[src/rtl/cu_pkg.sv]
// Constants shared by the compute-unit multiplier, crossbar and program sequencer.
package cu_pkg;

  typedef enum logic [2:0] {
    MUL_OP_MUL   = 3'b000,
    MUL_OP_MAC   = 3'b001,
    MUL_OP_MSUB  = 3'b010,
    MUL_OP_MRCLR = 3'b011,
    MUL_OP_MRRD  = 3'b100
  } mul_op_e;

  localparam int MUL_LAT = 2;

  function automatic int mr_width(input int data_width, input int guard_width);
    return 2 * data_width + guard_width;
  endfunction

  function automatic logic mul_op_defined(input logic [2:0] op);
    return op <= MUL_OP_MRRD;
  endfunction

endpackage

[src/rtl/mul_result_fmt.sv]
// Selects the integer/fractional field from an MR-wide value, saturates it and
// derives the overflow and negative flags.
module mul_result_fmt
  import cu_pkg::*;
#(
  parameter int DATA_WIDTH  = 16,
  parameter int GUARD_WIDTH = 8,
  localparam int MRW = mr_width(DATA_WIDTH, GUARD_WIDTH)
) (
  input  logic [MRW-1:0]        v,
  input  logic                  frac,
  input  logic                  sat,
  input  logic [1:0]            sgn,
  output logic [DATA_WIDTH-1:0] dt,
  output logic                  mv,
  output logic                  mn
);

  logic signed [MRW-1:0] v_asr;
  logic [MRW-1:0]        v_sh;
  logic                  is_sgn;
  logic                  neg;
  logic                  in_range;
  logic [DATA_WIDTH-1:0] lim;

  always_comb begin
    v_asr  = $signed(v) >>> DATA_WIDTH;
    v_sh   = frac ? v_asr : v;
    is_sgn = |sgn;
    neg    = v[MRW-1];
    // The selected field sits in the low W bits of v_sh; everything above it
    // must be pure sign (signed) or zero (unsigned) for the value to fit.
    if (is_sgn) begin
      in_range = (&v_sh[MRW-1:DATA_WIDTH-1]) | ~(|v_sh[MRW-1:DATA_WIDTH-1]);
      lim      = neg ? {1'b1, {(DATA_WIDTH-1){1'b0}}} : {1'b0, {(DATA_WIDTH-1){1'b1}}};
    end else begin
      in_range = ~(|v_sh[MRW-1:DATA_WIDTH]);
      lim      = neg ? '0 : '1;
    end
    dt = (sat && !in_range) ? lim : v_sh[DATA_WIDTH-1:0];
    mv = !in_range;
    mn = neg;
  end

endmodule

[src/rtl/cu_multiplier.sv]
// Two-stage pipelined multiplier/accumulator: stage 1 forms the product from the
// captured operands, stage 2 updates the guarded MR accumulator and formats the result.
module cu_multiplier
  import cu_pkg::*;
#(
  parameter int DATA_WIDTH  = 16,
  parameter int GUARD_WIDTH = 8
) (
  input  logic                  clk,
  input  logic                  reset,
  input  logic                  ps_mul_en,
  input  logic [2:0]            ps_mul_op,
  input  logic [1:0]            ps_mul_sgn,
  input  logic                  ps_mul_frac,
  input  logic                  ps_mul_sat,
  input  logic [DATA_WIDTH-1:0] xb_mul_rx,
  input  logic [DATA_WIDTH-1:0] xb_mul_ry,
  output logic [DATA_WIDTH-1:0] mul_xb_dt,
  output logic                  mul_xb_vld,
  output logic                  mul_ps_mv,
  output logic                  mul_ps_mn,
  output logic                  mul_ps_mos
);

  localparam int W   = DATA_WIDTH;
  localparam int MRW = mr_width(DATA_WIDTH, GUARD_WIDTH);
  localparam int PW  = 2 * W + 2;

  logic          s1_vld;
  mul_op_e       s1_op;
  logic [1:0]    s1_sgn;
  logic          s1_frac;
  logic          s1_sat;
  logic [W-1:0]  s1_rx;
  logic [W-1:0]  s1_ry;

  logic          s2_vld;
  mul_op_e       s2_op;
  logic [1:0]    s2_sgn;
  logic          s2_frac;
  logic          s2_sat;
  logic [MRW-1:0] s2_p;

  logic [MRW-1:0] mr;

  logic [PW-1:0]  rx_wide;
  logic [PW-1:0]  ry_wide;
  logic [PW-1:0]  prod;
  logic [MRW-1:0] p_ext;
  logic [MRW-1:0] p_sh;

  logic [MRW-1:0] sum;
  logic [MRW-1:0] diff;
  logic [MRW-1:0] v;
  logic [MRW-1:0] mr_nxt;
  logic           wrap;

  logic [W-1:0]   fmt_dt;
  logic           fmt_mv;
  logic           fmt_mn;
  logic           mv_nxt;

  // Operands widened to the full product width so the low bits of the
  // product are exact two's complement regardless of signedness.
  always_comb begin
    rx_wide = {{(W + 2){s1_sgn[1] & s1_rx[W-1]}}, s1_rx};
    ry_wide = {{(W + 2){s1_sgn[0] & s1_ry[W-1]}}, s1_ry};
    prod    = rx_wide * ry_wide;
    p_ext   = {{(MRW - PW){prod[PW-1]}}, prod};
    p_sh    = s1_frac ? {p_ext[MRW-2:0], 1'b0} : p_ext;
  end

  always_comb begin
    sum    = mr + s2_p;
    diff   = mr - s2_p;
    v      = s2_p;
    mr_nxt = mr;
    wrap   = 1'b0;
    unique case (s2_op)
      MUL_OP_MAC: begin
        mr_nxt = sum;
        v      = sum;
        wrap   = (mr[MRW-1] == s2_p[MRW-1]) && (sum[MRW-1] != mr[MRW-1]);
      end
      MUL_OP_MSUB: begin
        mr_nxt = diff;
        v      = diff;
        wrap   = (mr[MRW-1] != s2_p[MRW-1]) && (diff[MRW-1] != mr[MRW-1]);
      end
      MUL_OP_MRCLR: begin
        mr_nxt = '0;
        v      = '0;
      end
      MUL_OP_MRRD: v = mr;
      default:     v = s2_p;
    endcase
    mv_nxt = fmt_mv | wrap;
  end

  mul_result_fmt #(
    .DATA_WIDTH (DATA_WIDTH),
    .GUARD_WIDTH(GUARD_WIDTH)
  ) u_fmt (
    .v   (v),
    .frac(s2_frac),
    .sat (s2_sat),
    .sgn (s2_sgn),
    .dt  (fmt_dt),
    .mv  (fmt_mv),
    .mn  (fmt_mn)
  );

  always_ff @(posedge clk) begin
    if (reset) begin
      s1_vld     <= 1'b0;
      s1_op      <= MUL_OP_MUL;
      s1_sgn     <= '0;
      s1_frac    <= 1'b0;
      s1_sat     <= 1'b0;
      s1_rx      <= '0;
      s1_ry      <= '0;
      s2_vld     <= 1'b0;
      s2_op      <= MUL_OP_MUL;
      s2_sgn     <= '0;
      s2_frac    <= 1'b0;
      s2_sat     <= 1'b0;
      s2_p       <= '0;
      mr         <= '0;
      mul_xb_dt  <= '0;
      mul_xb_vld <= 1'b0;
      mul_ps_mv  <= 1'b0;
      mul_ps_mn  <= 1'b0;
      mul_ps_mos <= 1'b0;
    end else begin
      s1_vld <= ps_mul_en && mul_op_defined(ps_mul_op);
      if (ps_mul_en && mul_op_defined(ps_mul_op)) begin
        s1_op   <= mul_op_e'(ps_mul_op);
        s1_sgn  <= ps_mul_sgn;
        s1_frac <= ps_mul_frac;
        s1_sat  <= ps_mul_sat;
        s1_rx   <= xb_mul_rx;
        s1_ry   <= xb_mul_ry;
      end

      s2_vld <= s1_vld;
      if (s1_vld) begin
        s2_op   <= s1_op;
        s2_sgn  <= s1_sgn;
        s2_frac <= s1_frac;
        s2_sat  <= s1_sat;
        s2_p    <= p_sh;
      end

      if (s2_vld) begin
        mr         <= mr_nxt;
        mul_xb_dt  <= fmt_dt;
        mul_xb_vld <= 1'b1;
        mul_ps_mv  <= mv_nxt;
        mul_ps_mn  <= fmt_mn;
        mul_ps_mos <= (s2_op == MUL_OP_MRCLR) ? 1'b0 : (mul_ps_mos | mv_nxt);
      end else begin
        mul_xb_vld <= 1'b0;
        mul_ps_mv  <= 1'b0;
        mul_ps_mn  <= 1'b0;
      end
    end
  end

endmodule

[config.mk]
export PLATFORM = sky130hd
export DESIGN_NAME = cu_multiplier
export DESIGN_NICKNAME = d
export VERILOG_FILES = /design/src/rtl/cu_pkg.sv /design/src/rtl/mul_result_fmt.sv /design/src/rtl/cu_multiplier.sv
export SDC_FILE = /design/constraint.sdc
export NUM_CORES = 1
export LEC_CHECK = 0
export ABC_AREA = 1
export BUFFER_PORTS_ARGS = -buffer_cell sky130_fd_sc_hd__buf_2
export CAP_MARGIN = 20
export CORE_AREA = 2 2 223 335
export DETAILED_ROUTE_END_ITERATION = 8
export DIE_AREA = 0 0 225 337
export PLACE_DENSITY_LB_ADDON = 0.2
export SETUP_SLACK_MARGIN = 0.1
export SLEW_MARGIN = 25
export SYNTH_ARGS = -nofsm -noshare
export SYNTH_HDL_FRONTEND = slang
export SYNTH_SLANG_ARGS = --single-unit
export TNS_END_PERCENT = 10
[constraint.sdc]
create_clock -name clk -period 8.5 [get_ports clk]
set_input_delay 0.425 -clock clk [delete_from_list [all_inputs] [get_ports clk]]
set_output_delay 0.425 -clock clk [all_outputs]
set_load 0.005 [all_outputs]
======== After elaboration in Yosys (flattened, before gate mapping) ========
Cells that the tools add are included.
word-level totals
  output and inout port bits .............. 20
  bits in registers ....................... 143
cells by class
  equality and inequality tests ........... 8
  add/subtract/negate cells ............... 2
  $lt $le $gt $ge ......................... 1
  multiplexer cells ....................... 12
  reductions and logical operators ........ 12
  bitwise operators ....................... 8
  multipliers ............................. 1
operators with widths
  operator              number
  $pmux W40 S4          1
  $pmux W40 S3          1
  $mux W16              4
  $add A40 B40 Y40      1
  $sub A40 B40 Y40      1
  $mux W39              1
  $mul A17 B17 Y34      1
  $mux W34              1
  $reduce_and A25 Y1    1
  $reduce_or A25 Y1     1
  $reduce_or A24 Y1     1
  $eq A3 B2 Y1 const B  2
  $logic_and A1 B1 Y1   4
  $reduce_or A2 Y1      2
  $eq A3 B1 Y1 const B  1
  $eq A3 B3 Y1 const B  1
  $le A3 B3 Y1 const B  1
  $mux W1               3
  $ne A1 B1 Y1          3
  $not A1 Y1            3
  $or A1 B1 Y1          3
  $reduce_bool A3 Y1    1
  $and A1 B1 Y1         2
  $pmux W1 S2           1
  3 further kinds       3

======== Longest topological paths before layout ========
Gate-level depths: netlist of run 1.
  depth after elaboration ................. 11
  gate-level depth with buffers ........... 37
  gate-level depth less buffers ........... 35

======== Hierarchy ========
From an unflattened synthesis of run 1, not the netlist that was laid out.
unflattened totals
  cell total of the unflattened synthesis .. 3,783
  area total of the unflattened synthesis .. 24,918.9 µm²
by module, submodules not included
  module          area each (µm²)  cells an instance  instances
  cu_multiplier   23,938.0         3,590              1
  mul_result_fmt  980.9            193                1

======== Worst setup path before layout of run 1 ========
No wires, ideal clock.
  path kind ............................... register to register
  from .................................... register s1_rx[15]
  to ...................................... register s2_p[32]
  required time ........................... 8.390 ns
  cell stages (with the launch flop) ...... 25
  arrival time ............................ 6.207 ns
  period minus slack after synthesis ...... 6.317 ns
  slack ................................... 2.183 ns
  cells stage by stage .................... dfxtp_1 > clkbuf_1 > nand2_1 > clkbuf_1 > nor2_1 > fa_1 > fa_1 > fa_1 > fa_1 > fa_1 > fa_1 > ha_1 > a21oi_1 > inv_1 > a31oi_1 > nor3_1 > a2111oi_0 > o211ai_1 > a21oi_1 > o21bai_1 > or2_2 > nand3_1 > o211ai_1 > nand2_1 > inv_1
on the way
  longest elaborated chain between the ends .. 3
RTL lines
  item                      RTL line              RTL
  start: declaration        cu_multiplier.sv:34   logic [W-1:0] s1_rx;
  start signal: assignment  cu_multiplier.sv:141  s1_rx <= xb_mul_rx;
  $and A1 B1 Y1             cu_multiplier.sv:66   rx_wide = {{(W + 2){s1_sgn[1] & s1_rx[W-1]}}, s1_rx};
  $mul A17 B17 Y34 (*)      cu_multiplier.sv:68   prod = rx_wide * ry_wide;
  $mux W34 (*)              cu_multiplier.sv:70   p_sh = s1_frac ? {p_ext[MRW-2:0], 1'b0} : p_ext;
  end signal: assignment    cu_multiplier.sv:151  s2_p <= p_sh;
  end: declaration          cu_multiplier.sv:42   logic [MRW-1:0] s2_p;
Mark *: on every way between the ends. The rest lies on a longest branch, timed or not.
A chain may end at the register's enable or synchronous reset.

======== Worst setup path in the final report of run 1 ========
Same ends and word-level chain as after synthesis.

==> results of run 1 <==
[area by class of cell]
type | instances | area, sq um
fill | 7990 | 46180
timing repair buffer | 104 | 620.6
multi-input combinational | 2614 | 18120
sequential | 143 | 2863
tap | 930 | 1164
clock inverter | 13 | 260.3
inverter | 926 | 3485
clock buffer | 18 | 429.2
[sequential cells by signal, indices dropped and copies added (netlist names)]
| name | cells |
|---|---|
| s2_p | 35 |
| mr | 40 |
| s1_rx | 16 |
| s2_op | 3 |
| s2_sat | 1 |
| s1_sgn | 2 |
| mul_ps_mn | 1 |
| s1_frac | 1 |
| s1_ry | 16 |
| s2_sgn | 2 |
| s2_frac | 1 |
| s1_vld | 1 |
| mul_ps_mv | 1 |
| mul_xb_dt | 16 |
| s1_sat | 1 |
| s1_op | 3 |
| s2_vld | 1 |
| mul_xb_vld | 1 |
| mul_ps_mos | 1 |
[layer usage]
layer | wire length [um] | global-route usage [%] | share of wire, %
met3 | 4245 | 3.207 | 4.4
met2 | 48360 | 46.99 | 50
met4 | 7789 | 19.01 | 8.0
met1 | 36720 | 28.98 | 38
met5 | 17 | 0 | 0.018
[path summary, 6_finish.rpt]
| check | start | slack, ns | end | cells after the start |
|---|---|---|---|---|
| min reg2reg | mul_ps_mos | 0.46 | mul_ps_mos | 2 |
| max reg2reg | s1_rx[15] | 1.15 | s2_p[32] | 24 |
| max | s1_rx[15] | 1.15 | s2_p[32] | 24 |
| min | xb_mul_ry[0] | 0.19 | s1_ry[0] | 3 |
[worst register-to-register path: cells and delay by family (launching register included)]
family          cells  cell delay, ns
compound gates      7            1.35
flops               1            0.74
simple gates        6            1.12
fa+ha+maj           7            3.64
buf+inv             4            0.42
[power by group]
group          switching, mW  internal (mW)  total [mW]  leakage (nW)
clock                  0.378          0.580       0.958         0.327
combinational          0.861          0.364        1.23          13.8
sequential            0.0610          0.698       0.759          1.16
total                   1.30           1.64        2.94          15.3
[cells in the final DEF (no fill, tap or decap), types with 19 or more instances in the layout]
cell         n
xor2_1      35
o21ai_0    114
inv_1      879
nand3_1    215
inv_2       37
nor2_1     247
nand3_2     24
nand4_1     33
xnor2_1     23
nor2_2      19
a31oi_1     19
fa_1       298
ha_1       163
o211ai_1    37
a21oi_1    151
buf_2       64
nand2_2     36
buf_4       40
nand2_1   1071
dfxtp_1    143
[stage by stage]
| step | std cells | utilization [%] |
|---|---|---|
| finish | 4748 | 36.85 |
| global route | 4748 | 36.85 |
| CTS | 4747 | 36.84 |
| detailed placement | 4716 | 35.90 |
| global placement | 4714 | 35.88 |
| floorplan | 3853 | - |
[cell families (layout without fill, tap and decap cells)]
logic type                 count (synthesis)  after routing
adders and majority gates                461            461
AOI/OAI and AO/OA                        396            396
and+or+nand+nor                         1699           1699
DFF                                      143            143
xor gates and xnor gates                  58             58
buffers and inverters                   1096           1061
==> impl_metrics.yaml, run 1 <==
status:
  outcome: "complete, no violations"
clock_network:
  clk_pin_slew_ns: 0.07
  post_cts_buffers: 0
  cts.path.max_buffers: 2
  htreeDepth: 4
  insertion_delay_ns: 0.52
  numCtsBuffers: 17
  cts_hold_buf: 0
  clock_sinks: 143
  cts_resized: 0
  cts_tree: "built"
  cts-root-buf: "clkbuf_16"
yosys:
  synth_top_family_by_area: "adder cells"
  yosys_warnings: 0
  synth_edf_count: 0
  syn_area_sq_um: 25350
  syn_area_per_cell_sq_um: 6.579
  synth_nets: 4356
  synth_commonest_cells: "nand2_1 (1072), inv_1 (880), fa_1 (298), nor2_1 (248), nand3_1 (215)"
  async_flop_share_pct: 0
  synth-compound-area-share_pct: 9.023
  synth_area_leaders: "fa_1 (24%), nand2_1 (16%), inv_1 (13%)"
  seq_area_frac_synth_pct: 11.29
  yosys.area.top_type: "fa_1"
  synthMuxAreaShare_pct: 0
  synthAdderAreaFrac_pct: 31.58
  synthCells: 3853
  post-synth-top-count-cell: "nand2_1"
  yosysTopAreaCellShare_pct: 23.53
  synth_cell_types: 62
  yosys_most_used_dff: "dfxtp_1"
  yosys.area_share.simple_pct: 28.83
  synth_seq_cells: 143
  synthXorXnorAreaFrac_pct: 2.004
critical_path:
  end_kind: "register"
  arrival_ns: 7.75
  crit_buf_inv: 4
  crit_slowest_cell: "fa_1"
  crit_required_ns: 8.89
  path_cells: "nand2_1, inv_1, nand2_1, fa_1, inv_1, fa_1, fa_1, fa_1, fa_1, fa_1, ha_1, a21oi_1, inv_1, a31oi_1, nor3_1, a2111oi_0, o211ai_1, a21oi_1, o21bai_1, or2_2, nand3_1, o211ai_1, nand2_1, inv_1"
  crit_top_cell: "fa_1"
  max_stage_delay_ns: 0.75
  crit_path_max_fanout: 18
  start_kind: "register"
  path_class: "reg2reg"
  crit_family: "adder cells"
sta:
  fin_crit_sh_pct: 86.52
  relSlewSlack_pct: 25.14
  setup_viol: 0
  skew_ns: 0.02363
  period_minus_slack_ns: 7.355
  setup_tns_ns: 0
  post-route-worst-setup-slack_ns: 1.145
  rsz0062_at_grt: "false"
  hold_slack_ns: 0.1910
  fmax_ghz: 0.1360
  hold_viol: 0
  slew_viol_final: 0
  worst-slew-pin-transition_ns: 1.123
detailed_routing:
  ant_nets: 0
  routed_wl_um: 97140
  via_per_inst: 4.925
  drt_iter0_markers: 1674
  wl_per_cell_um: 20.46
  dr.pass1.iters: 6
  routed-via-count: 23385
  drc_errors: 0
layout:
  fin_nets: 4309
  fin_area_sq_um: 26940
  n_antenna_cell: 0
  drive_gt1_share_pct: 7.700
  area_delta_synth_final_pct: 6.283
global_route:
  grt_pass1_vias: 24083
  grt_pass1_wl_um: 147700
  grt_use_total_pct: 26.42
  antenna_found_initial: 1
  overflow: 0
  grt_max_degree: 75
placed_design:
  dp_slack_ns: 1.155
  placement.io_buffers: 61
  place_congestion: 1.024
  dp_hpwl_um: 80090
  placed_area_sq_um: 26250
die:
  rows: 122
  fp.coreArea_sq_um: 73120
  initial_core_util_pct: 34.67
  ioPinCount: 62
  die_area_sq_um: 75830
  die_w_um: 225
  die_h_um: 337
power:
  p_per_area_nw_per_um2: 109.2
  p_leak_nw: 15.28
  fin_total_pwr_mw: 2.942
  vdd_drop_max_uv: 97.27
job:
  drv_cap: 0
worst_hold_path:
  hp-class: "in2reg"
Power figures use the tool's default switching activity.
==> run 2: changes to the inputs <==
ABC_AREA = unset   (was 1)
CORE_AREA = 10 10 221 328   (was 2 2 223 335)
DIE_AREA = 0 0 231 338   (was 0 0 225 337)
==> impl_metrics.yaml, run 2 <==
placed_design:
  placement.io_buffers: 61
  dp.cells: 3692
  dp_hpwl_um: 65810
  place_congestion: 0.9933
critical_path:
  crit_slowest_cell: "fa_1"
  arrival_ns: 7.87
  cp_num_cells: 27
  end_kind: "register"
  crit_top_cell: "fa_1"
  crit_path_max_fanout: 13
  start_kind: "register"
  crit_buf_inv: 5
  regToRegStartpoint: "s1_rx[15]"
  crit_required_ns: 8.89
  max_stage_delay_ns: 0.54
  reg2reg_setup_slack_ns: 1.02
  startpoint: "s1_rx[15]"
  path_class: "reg2reg"
  r2r_end: "s2_p[32]"
  crit_end: "s2_p[32]"
  crit_family: "adder cells"
  ff2ff_path_depth: 27
job:
  drv_cap: 0
die:
  fp.coreArea_sq_um: 66470
  initial_core_util_pct: 34.79
  die_area_sq_um: 78080
  ioPinCount: 62
  die_w_um: 231
  die_h_um: 338
  rows: 116
yosys:
  yosysTopAreaCellShare_pct: 25.80
  yosys_most_used_dff: "dfxtp_1"
  synth_seq_cells: 143
  yosys.area.top_type: "fa_1"
  synth_area_leaders: "fa_1 (26%), dfxtp_1 (12%), ha_1 (8.8%)"
  syn_area_per_cell_sq_um: 8.041
  seq_area_frac_synth_pct: 12.38
  synthCells: 2876
  synth_cell_types: 92
  syn_area_sq_um: 23130
  synth_nets: 3379
  synth_edf_count: 0
  synth_commonest_cells: "inv_1 (380), nand2_1 (340), fa_1 (298), nor2_1 (220), a21oi_1 (174)"
  yosys_warnings: 0
  async_flop_share_pct: 0
  post-synth-top-count-cell: "inv_1"
layout:
  largest_reg_flops: 40
  fin_nets: 3329
  n_antenna_cell: 0
  area_delta_synth_final_pct: 7.391
  reg_top3: "mr x40, s2_p x35"
  mostFrequentLayoutCells: "inv_1 (380), nand2_1 (338), fa_1 (298)"
  fin_cells: 3724
  regMostFlops: "mr"
  final_common_cell: "inv_1"
  final_util_pct: 37.36
  drive_gt1_share_pct: 6.657
  n_fill_cell: 7107
global_route:
  antenna_found_initial: 0
  overflow: 0
  grt_use_total_pct: 21.52
  grt_pass1_wl_um: 128600
  grt_max_degree: 66
  grt_pass1_vias: 21663
worst_hold_path:
  hp-class: "in2reg"
  hold_path_depth: 3
clock_network:
  cts_resized: 0
  post_cts_buffers: 0
  clock_sinks: 143
  cts.path.max_buffers: 2
  clk_pin_slew_ns: 0.08
  cts_hold_buf: 0
  htreeDepth: 4
  insertion_delay_ns: 0.50
  cts-root-buf: "clkbuf_16"
  numCtsBuffers: 17
  cts_tree: "built"
sta:
  fin_crit_sh_pct: 87.98
  rsz0062_at_grt: "false"
  period_minus_slack_ns: 7.478
  setup_tns_ns: 0
  worst-slew-pin-transition_ns: 1.117
  skew_ns: 0.01703
  relSlewSlack_pct: 25.22
  fmax_ghz: 0.1337
  setup_viol: 0
  slew_viol_final: 0
  hold_viol: 0
detailed_routing:
  wl_per_cell_um: 22.45
  routed-via-count: 20567
  via_per_inst: 5.523
  drc_errors: 0
  drt_iter0_markers: 1406
  routed_wl_um: 83620
  dr.pass1.iters: 6
  ant_nets: 0
status:
  outcome: "complete, no violations"
power:
  vdd_drop_max_uv: 127.9
  fin_total_pwr_mw: 2.240
  p_leak_nw: 11.50
  p_per_area_nw_per_um2: 90.19
[run 2: worst min-delay path by stage]
stage,start,end,slack [ns]
2_1_floorplan,s1_sat,s1_sat,0.44
3_3_place_gp,s1_sat,s1_sat,0.45
3_5_place_dp,s1_sat,s1_sat,0.45
4_1_cts,xb_mul_rx[1],s1_rx[1],0.13
5_1_grt,xb_mul_rx[2],s1_rx[2],0.14
6_report,xb_mul_rx[1],s1_rx[1],0.16
[run 2: metal layers]
layer | global-route usage, % | wire length, um | share of wire [%]
met2 | 39.08 | 42630 | 51
met4 | 11.82 | 4460 | 5.3
met3 | 2.410 | 3467 | 4.1
met5 | 0 | 0 | 0
met1 | 24.16 | 33060 | 40
[run 2: report_power, final]
group / internal [mW] / total [mW] / leakage, nW / switching (mW)
combinational: 0.213 / 0.595 / 10.0 / 0.381
sequential: 0.692 / 0.762 / 1.16 / 0.0692
clock: 0.501 / 0.884 / 0.307 / 0.383
[run 2: layout make-up]
class | instances | area, sq um | share of cell area, %
flip-flops and latches | 143 | 2868 | 11.55
repair buffers | 96 | 570.5 | 2.297
inverters | 384 | 1441 | 5.804
multi-input cells | 2184 | 18200 | 73.29
clock inverters | 15 | 220.2 | 0.8867
well taps | 885 | 1107 | 4.459
clock buffers | 17 | 425.4 | 1.713
[run 2: cell families (layout without fill, tap and decap cells)]
family          Yosys count  count (layout)  share of synthesized area [%]
fa+ha+maj               461             461                          34.62
compound gates          614             614                          18.03
buf+inv                 549             512                          9.144
flops                   143             143                          12.38
mux                      50              50                          2.164
xor+xnor                 94              94                          3.560
simple gates            965             965                          20.11
[run 2: through the flow]
step	cell area (sq um)	setup WS [ns]	hold slack (ns)
finish	24840	1.022	0.1556
global route	24840	0.4421	0.1408
CTS	24830	0.9751	0.1254
detailed placement	24180	0.9937	0.4543
global placement	24180	1.166	0.4503
floorplan	23130	1.791	0.4360
[run 2: worst reg2reg max path, delay by kind of cell, from the launching register on]
| kind | cells | cell delay, ns |
|---|---|---|
| buffers and inverters | 5 | 0.37 |
| flip-flops | 1 | 0.51 |
| AO/OA/AOI/OAI | 8 | 1.79 |
| adder cells (fa/ha/maj) | 7 | 3.29 |
| XOR/XNOR | 1 | 0.20 |
| AND/OR/NAND/NOR | 6 | 1.20 |
